## src/rtl/ramio_port_arbiter_pkg.sv

```systemverilog
// Shared port-A constants, request control type and helpers for the RAMIO arbiters.
package ramio_pkg;

    localparam logic [1:0] SIZE_NONE = 2'b00;
    localparam logic [1:0] SIZE_BYTE = 2'b01;
    localparam logic [1:0] SIZE_HALF = 2'b10;
    localparam logic [1:0] SIZE_WORD = 2'b11;

    localparam int unsigned RE_SIGN = 2;

    typedef struct packed {
        logic [1:0] we;
        logic [2:0] re;
    } ramio_ctl_t;

    // A master asserting write and read together gets the write; the read is dropped.
    function automatic ramio_ctl_t f_norm_ctl(input logic [1:0] we, input logic [2:0] re);
        ramio_ctl_t c;
        c.we = we;
        c.re = (we != SIZE_NONE) ? 3'b000 : re;
        return c;
    endfunction

    function automatic logic f_is_read(input ramio_ctl_t c);
        return (c.we == SIZE_NONE) && (c.re[1:0] != SIZE_NONE);
    endfunction

endpackage

```

## src/rtl/ramio_port_arbiter_if.sv

```systemverilog
// Two-master request/response bundle plus the shared RAMIO port A (optional m1_lock: RAMIO_ARB_LOCK_EN).
interface ramio_port_arbiter_if #(
    parameter int unsigned ADDR_WIDTH = 16,
    parameter int unsigned DATA_WIDTH = 32
);
    logic                  m0_req,    m1_req;
    logic [1:0]            m0_we,     m1_we;
    logic [2:0]            m0_re,     m1_re;
    logic [ADDR_WIDTH+1:0] m0_addr,   m1_addr;
    logic [DATA_WIDTH-1:0] m0_din,    m1_din;
    logic                  m0_gnt,    m1_gnt;
    logic [DATA_WIDTH-1:0] m0_dout,   m1_dout;
    logic                  m0_rvalid, m1_rvalid;
`ifdef RAMIO_ARB_LOCK_EN
    logic                  m1_lock;
`endif
    logic [1:0]            weA;
    logic [2:0]            reA;
    logic [ADDR_WIDTH+1:0] addrA;
    logic [DATA_WIDTH-1:0] dinA;
    logic [DATA_WIDTH-1:0] doutA;

    modport slave (
`ifdef RAMIO_ARB_LOCK_EN
        input  m1_lock,
`endif
        input  m0_req, m0_we, m0_re, m0_addr, m0_din,
        input  m1_req, m1_we, m1_re, m1_addr, m1_din,
        input  doutA,
        output m0_gnt, m0_dout, m0_rvalid,
        output m1_gnt, m1_dout, m1_rvalid,
        output weA, reA, addrA, dinA
    );

    modport master (
`ifdef RAMIO_ARB_LOCK_EN
        output m1_lock,
`endif
        output m0_req, m0_we, m0_re, m0_addr, m0_din,
        output m1_req, m1_we, m1_re, m1_addr, m1_din,
        output doutA,
        input  m0_gnt, m0_dout, m0_rvalid,
        input  m1_gnt, m1_dout, m1_rvalid,
        input  weA, reA, addrA, dinA
    );
endinterface

```

## src/rtl/ramio_port_arbiter_rr_arb2.sv

```systemverilog
// Two-way round-robin grant; i_lock masks requester 0 entirely.
module rr_arb2
    import ramio_pkg::*;
(
    input  logic       clk,
    input  logic       rst,
    input  logic [1:0] i_req,
    input  logic       i_lock,
    output logic [1:0] o_gnt
);
    logic       r_last_gnt;
    logic [1:0] w_req;

    always_comb begin
        w_req = i_req;
        if (i_lock) w_req[0] = 1'b0;
        o_gnt = '0;
        if (rst) begin
            if (w_req == 2'b11) o_gnt = r_last_gnt ? 2'b01 : 2'b10;
            else                o_gnt = w_req;
        end
    end

    always_ff @(posedge clk) begin
        if (!rst)          r_last_gnt <= 1'b1;
        else if (o_gnt[0]) r_last_gnt <= 1'b0;
        else if (o_gnt[1]) r_last_gnt <= 1'b1;
    end
endmodule

```

## src/rtl/ramio_port_arbiter.sv

```systemverilog
// Shares RAMIO port A between two masters with round-robin grant and read-response routing.
// Optional M1 bus lock via `define RAMIO_ARB_LOCK_EN.
module ramio_port_arbiter
    import ramio_pkg::*;
#(
    parameter int unsigned ADDR_WIDTH = 16,
    parameter int unsigned DATA_WIDTH = 32
) (
    input logic clk,
    input logic rst,
    ramio_port_arbiter_if.slave bus
);
    typedef struct packed {
        ramio_ctl_t            ctl;
        logic [ADDR_WIDTH+1:0] addr;
        logic [DATA_WIDTH-1:0] din;
    } porta_req_t;

    porta_req_t w_pr0, w_pr1, w_sel;
    logic       w_rd0, w_rd1, w_haz0, w_haz1, w_gnt_rd, w_lock;
    logic       w_rv0, w_rv1;
    logic [1:0] w_req, w_gnt;
    logic       r_rd_pend, r_rd_owner, r_rd_sign;

    always_comb begin
        w_pr0.ctl  = f_norm_ctl(bus.m0_we, bus.m0_re);
        w_pr0.addr = bus.m0_addr;
        w_pr0.din  = bus.m0_din;
        w_pr1.ctl  = f_norm_ctl(bus.m1_we, bus.m1_re);
        w_pr1.addr = bus.m1_addr;
        w_pr1.din  = bus.m1_din;
    end

    // A read whose sign mode differs from the in-flight response must wait, since reA[2] is shared.
    assign w_rd0  = f_is_read(w_pr0.ctl);
    assign w_rd1  = f_is_read(w_pr1.ctl);
    assign w_haz0 = r_rd_pend && w_rd0 && (bus.m0_re[RE_SIGN] != r_rd_sign);
    assign w_haz1 = r_rd_pend && w_rd1 && (bus.m1_re[RE_SIGN] != r_rd_sign);
    assign w_req  = {bus.m1_req & ~w_haz1, bus.m0_req & ~w_haz0};

`ifdef RAMIO_ARB_LOCK_EN
    logic r_lock_own;
    always_ff @(posedge clk) begin
        if (!rst)              r_lock_own <= 1'b0;
        else if (!bus.m1_lock) r_lock_own <= 1'b0;
        else if (w_gnt[1])     r_lock_own <= 1'b1;
    end
    assign w_lock = r_lock_own;
`else
    assign w_lock = 1'b0;
`endif

    rr_arb2 u_arb (
        .clk    (clk),
        .rst    (rst),
        .i_req  (w_req),
        .i_lock (w_lock),
        .o_gnt  (w_gnt)
    );

    assign bus.m0_gnt = w_gnt[0];
    assign bus.m1_gnt = w_gnt[1];
    assign w_gnt_rd   = (w_gnt[0] && w_rd0) || (w_gnt[1] && w_rd1);

    always_comb begin
        w_sel        = '0;
        w_sel.ctl.re = {r_rd_sign, 2'b00};
        if (w_gnt[0])      w_sel = w_pr0;
        else if (w_gnt[1]) w_sel = w_pr1;
        if (!rst)          w_sel = '0;
        bus.weA   = w_sel.ctl.we;
        bus.reA   = w_sel.ctl.re;
        bus.addrA = w_sel.addr;
        bus.dinA  = w_sel.din;
    end

    always_ff @(posedge clk) begin
        if (!rst) begin
            r_rd_pend  <= 1'b0;
            r_rd_owner <= 1'b0;
            r_rd_sign  <= 1'b0;
        end else begin
            r_rd_pend <= w_gnt_rd;
            if (w_gnt_rd) begin
                r_rd_owner <= w_gnt[1];
                r_rd_sign  <= w_gnt[1] ? bus.m1_re[RE_SIGN] : bus.m0_re[RE_SIGN];
            end
        end
    end

    assign w_rv0         = rst && r_rd_pend && !r_rd_owner;
    assign w_rv1         = rst && r_rd_pend &&  r_rd_owner;
    assign bus.m0_rvalid = w_rv0;
    assign bus.m1_rvalid = w_rv1;
    assign bus.m0_dout   = w_rv0 ? bus.doutA : '0;
    assign bus.m1_dout   = w_rv1 ? bus.doutA : '0;
endmodule
```

## src/flat_wrapper.sv

```systemverilog
// flat-port wrapper written by rule: the top's interface ports become plain ports
module ramio_port_arbiter_flat import ramio_pkg::*;
#(
    parameter int unsigned ADDR_WIDTH = 16,
    parameter int unsigned DATA_WIDTH = 32
)
  (clk, rst, bus_m0_req, bus_m0_we, bus_m0_re, bus_m0_addr, bus_m0_din, bus_m1_req, bus_m1_we, bus_m1_re, bus_m1_addr, bus_m1_din, bus_doutA, bus_m0_gnt, bus_m0_dout, bus_m0_rvalid, bus_m1_gnt, bus_m1_dout, bus_m1_rvalid, bus_weA, bus_reA, bus_addrA, bus_dinA);
  ramio_port_arbiter_if #(.ADDR_WIDTH(ADDR_WIDTH), .DATA_WIDTH(DATA_WIDTH)) bus_i ();
  input logic clk;
  input logic rst;
  input wire logic [$bits(bus_i.m0_req)-1:0] bus_m0_req;
  input wire logic [$bits(bus_i.m0_we)-1:0] bus_m0_we;
  input wire logic [$bits(bus_i.m0_re)-1:0] bus_m0_re;
  input wire logic [$bits(bus_i.m0_addr)-1:0] bus_m0_addr;
  input wire logic [$bits(bus_i.m0_din)-1:0] bus_m0_din;
  input wire logic [$bits(bus_i.m1_req)-1:0] bus_m1_req;
  input wire logic [$bits(bus_i.m1_we)-1:0] bus_m1_we;
  input wire logic [$bits(bus_i.m1_re)-1:0] bus_m1_re;
  input wire logic [$bits(bus_i.m1_addr)-1:0] bus_m1_addr;
  input wire logic [$bits(bus_i.m1_din)-1:0] bus_m1_din;
  input wire logic [$bits(bus_i.doutA)-1:0] bus_doutA;
  output wire logic [$bits(bus_i.m0_gnt)-1:0] bus_m0_gnt;
  output wire logic [$bits(bus_i.m0_dout)-1:0] bus_m0_dout;
  output wire logic [$bits(bus_i.m0_rvalid)-1:0] bus_m0_rvalid;
  output wire logic [$bits(bus_i.m1_gnt)-1:0] bus_m1_gnt;
  output wire logic [$bits(bus_i.m1_dout)-1:0] bus_m1_dout;
  output wire logic [$bits(bus_i.m1_rvalid)-1:0] bus_m1_rvalid;
  output wire logic [$bits(bus_i.weA)-1:0] bus_weA;
  output wire logic [$bits(bus_i.reA)-1:0] bus_reA;
  output wire logic [$bits(bus_i.addrA)-1:0] bus_addrA;
  output wire logic [$bits(bus_i.dinA)-1:0] bus_dinA;
  assign bus_i.m0_req = bus_m0_req;
  assign bus_i.m0_we = bus_m0_we;
  assign bus_i.m0_re = bus_m0_re;
  assign bus_i.m0_addr = bus_m0_addr;
  assign bus_i.m0_din = bus_m0_din;
  assign bus_i.m1_req = bus_m1_req;
  assign bus_i.m1_we = bus_m1_we;
  assign bus_i.m1_re = bus_m1_re;
  assign bus_i.m1_addr = bus_m1_addr;
  assign bus_i.m1_din = bus_m1_din;
  assign bus_i.doutA = bus_doutA;
  assign bus_m0_gnt = bus_i.m0_gnt;
  assign bus_m0_dout = bus_i.m0_dout;
  assign bus_m0_rvalid = bus_i.m0_rvalid;
  assign bus_m1_gnt = bus_i.m1_gnt;
  assign bus_m1_dout = bus_i.m1_dout;
  assign bus_m1_rvalid = bus_i.m1_rvalid;
  assign bus_weA = bus_i.weA;
  assign bus_reA = bus_i.reA;
  assign bus_addrA = bus_i.addrA;
  assign bus_dinA = bus_i.dinA;
  ramio_port_arbiter #(.ADDR_WIDTH(ADDR_WIDTH), .DATA_WIDTH(DATA_WIDTH)) u_core (.clk(clk), .rst(rst), .bus(bus_i));
endmodule
```

## config.mk

```make
export PLATFORM = sky130hd
export DESIGN_NAME = ramio_port_arbiter_flat
export DESIGN_NICKNAME = d
export VERILOG_FILES = /design/src/rtl/ramio_port_arbiter_pkg.sv /design/src/rtl/ramio_port_arbiter_if.sv /design/src/rtl/ramio_port_arbiter_rr_arb2.sv /design/src/rtl/ramio_port_arbiter.sv /design/src/flat_wrapper.sv
export SDC_FILE = /design/constraint.sdc
export NUM_CORES = 1
export LEC_CHECK = 0
export CELL_PAD_IN_SITES_DETAIL_PLACEMENT = 1
export CELL_PAD_IN_SITES_GLOBAL_PLACEMENT = 2
export CORE_MARGIN = 1.5
export CORE_UTILIZATION = 10
export DETAILED_ROUTE_END_ITERATION = 8
export PLACE_DENSITY_LB_ADDON = 0.1
export SYNTH_ARGS = -nofsm -noshare
export SYNTH_HDL_FRONTEND = slang
export SYNTH_SLANG_ARGS = --single-unit
```

## constraint.sdc

```tcl
create_clock -name clk -period 6.35 [get_ports clk]
set_input_delay 1.5875 -clock clk [delete_from_list [all_inputs] [get_ports clk]]
set_output_delay 1.5875 -clock clk [all_outputs]
set_load 0.005 [all_outputs]
```

==> out/qor.txt <==
========================================================================================
Main combinational cell family by area after synthesis                      compound AO/OA/AOI/OAI gates
Unique cell type count in the Yosys netlist                                           24
Number of search-and-repair iterations in the first detailed-routing pass              4
Adder-cell share of the synthesized area                                              0%
Aggregate negative setup slack                                                      0 ns
Data arrival at the endpoint of the critical path                                4.04 ns
Worst-Skew Late Latency                                                          0.23 ns
Min cycle time layout                                                            5.63 ns
Leading register cell type out of synthesis                                 sky130_fd_sc_hd__dfxtp_1
CP Data Required Time                                                            4.76 ns
Cells along the critical path                                               clkdlybuf4s50_1, xor2_1, a41oi_1, a211oi_4, buf_4, mux2i_1, o211a_1, clkdlybuf4s50_1
Xor/xnor share of the synthesized area                                             1.36%
TritonCTS clock tree                                                                 yes
Simple-gate share of the synthesized area                                          40.7%
Run status                                                                     completed
Number of input and output port buffers inserted                                     268
Mean Syn Cell Area                                                            7.09 sq um
Vias in the first global route                                                     2,348
Maximum number of pins on one net before global-route repair                          36
Slew at the pin with the worst max-slew slack                                   0.519 ns
Initial core utilization                                                           10.2%
Number of vias in the routed layout                                                2,407
Async set-or-reset flop fraction in the synthesized netlist                           0%
Worst IR Drop VDD                                                            0.0000686 V
Final nets                                                                           590
Post-synthesis instance area                                                  1290 sq um
Critical path's largest stage delay                                              0.52 ns
Kind of end point of the critical path                                      primary output
Critical path type                                                                in2out
Critical-path maximum fanout                                                          20
Portion of the post-synthesis area used by sequential elements                     6.20%
Period utilization                                                                 88.6%
Post-synthesis instance total                                                        182
Postcts setup bufs                                                                     0
Relative slew slack                                                                64.9%
Count of H-tree levels built during CTS                                                1
Boundary Pins                                                                        269
Area overhead of the layout relative to synthesis                                   229%
FF+latch count, synth                                                                  4
Count of final hold-check violations                                                   0
Area enclosed by the die boundary                                           13,600 sq um
Highest-count cells in the layout ignoring fill and taps                    sky130_fd_sc_hd__clkdlybuf4s50_1, sky130_fd_sc_hd__and2_1, sky130_fd_sc_hd__a22o_1
Residual overflow from global routing                                                  0
Final wirelength                                                                 9.09 mm
Number of hold buffers added after cts                                                 0
Fraction of synthesized area in multiplexers                                       1.55%
Top delay family on crit path                                               buffers and inverters
Antenna violations before repair                                                       0
Kind of start point of the critical path                                    primary input
CTS Root Buffer Type                                                        sky130_fd_sc_hd__clkbuf_16
Post-synth net total                                                                 328
Number of buffers created by CTS                                                       3
Number of warnings printed during yosys synthesis                                      0
Number of buffers on the longest clock path                                            2
Number of resized instances in the post-cts repair step                                0
Maximum Capacitance Violations                                                         0
Site row count                                                                        41
EDFF count, synth                                                                      0
Overall Power                                                                   0.334 mW
Path category of the worst min-delay check                                       reg2reg
Post-Route Hold Slack                                                           0.471 ns
Vertical die dimension                                                       117 microns
Leading cell type in the layout, fill and taps excluded                     sky130_fd_sc_hd__clkdlybuf4s50_1
Wire per inst                                                               14.8 microns
Static leakage                                                                   1.62 nW
Clock sink count                                                                       4
Post-route antenna net violation count                                                 0
Number of setup violations in the final report                                         0
Number of buffer and inverter stages on the critical path                              3
Gp weighted congestion                                                             0.683
Fraction of layout cells with a size suffix above 1                                3.17%
Core ar.                                                                    12,600 sq um
Slowest library cell on the worst path                                      sky130_fd_sc_hd__clkdlybuf4s50_1
Drt via density                                                                     3.92
First-pass GRT wire length                                                       12.5 mm
ANT cells                                                                              0
Maximum clock rate                                                               178 MHz
Iter 0 DRT Violations                                                                 75
Power per unit of standard cell area                                        78.6 nW/um^2
Count of pins over their slew limit                                                    0
Post-route DRC                                                                         0
HPWL reported at the end of detailed placement                                   7.66 mm
Compound-Gate Fraction of Synth Area                                               43.2%
Overall track demand over capacity in global routing                               11.7%
Die boundary width                                                           117 microns
RSZ-0062 raised after global routing                                                  no
Clock Skew                                                                    0.00342 ns
Clock slew at the register clock pins of the worst setup and hold paths          0.03 ns
Cell seen most often among critical-path stages                             sky130_fd_sc_hd__clkdlybuf4s50_1
========================================================================================
-- through the flow --
step | instance area, sq um | setup WS (ns) | util, % | instances
floorplan | 1290 | 1.81 | - | 182
global placement | 4170 | 0.739 | 33.0 | 611
detailed placement | 4170 | 0.718 | 33.0 | 611
CTS | 4240 | 0.705 | 33.6 | 614
global route | 4240 | 0.583 | 33.6 | 614
finish | 4240 | 0.725 | 33.6 | 614
-- worst min-delay path: stages, from the launching register on --
cell and delay, ns:
sky130_fd_sc_hd__dfxtp_1 0.31, sky130_fd_sc_hd__nand2_1 0.06, sky130_fd_sc_hd__a21oi_1 0.06
-- state kept, by name (all words and copies together) (netlist names) --
name                     count
u_core.u_arb.r_last_gnt      1
u_core.r_rd_pend             1
u_core.r_rd_sign             1
u_core.r_rd_owner            1
-- kinds of logic after synthesis --
family / Yosys count
buf+inv: 22
flops: 4
simple gates: 89
compound gates: 63
xor+xnor: 2
mux: 2
-- per-layer routing --
layer / share of wire [%] / routed length [microns] / track usage (%)
met1: 34 / 3120 / 11.9
met4: 0.56 / 51 / 1.69
met3: 11 / 957 / 3.27
met5: 0 / 0 / 0
met2: 55 / 4960 / 24.1
-- final timing paths --
check	from	endpoint	slack, ns	cells after the start
max	bus_m0_re[2]	bus_reA[2]	0.72	8
min reg2reg	u_core.r_rd_owner	u_core.r_rd_owner	0.47	2
min	u_core.r_rd_owner	u_core.r_rd_owner	0.47	2
max reg2reg	u_core.r_rd_sign	u_core.r_rd_sign	4.46	6
-- layout make-up --
type | count | area (sq um)
well taps | 172 | 215
clock buffers | 3 | 75.1
repair buffers | 275 | 2740
inverters | 4 | 15.0
fillers | 1485 | 8380
multi-input cells | 156 | 1120
flip-flops and latches | 4 | 80.1
-- cell usage after synthesis, drive strengths merged, types with 2 or more instances --
master | count | share of area, %
a22o | 52 | 35
a32o | 2 | 1.6
inv | 4 | 1.2
xor2 | 2 | 1.4
mux2i | 2 | 1.6
dfxtp | 4 | 6.2
clkbuf | 11 | 3.2
and2 | 67 | 32
nand2 | 10 | 2.9
and3 | 2 | 0.97
a21oi | 2 | 0.78
buf | 7 | 2.6
or2 | 2 | 0.97
nor2 | 5 | 1.5
a41oi | 2 | 1.4
-- power by group --
group          switching, mW  total [mW]  internal [mW]
sequential           0.00149      0.0284         0.0269
clock                 0.0176      0.0980         0.0804
combinational         0.0590       0.207          0.148
Note: power is estimated with default switching activity, not from simulation.
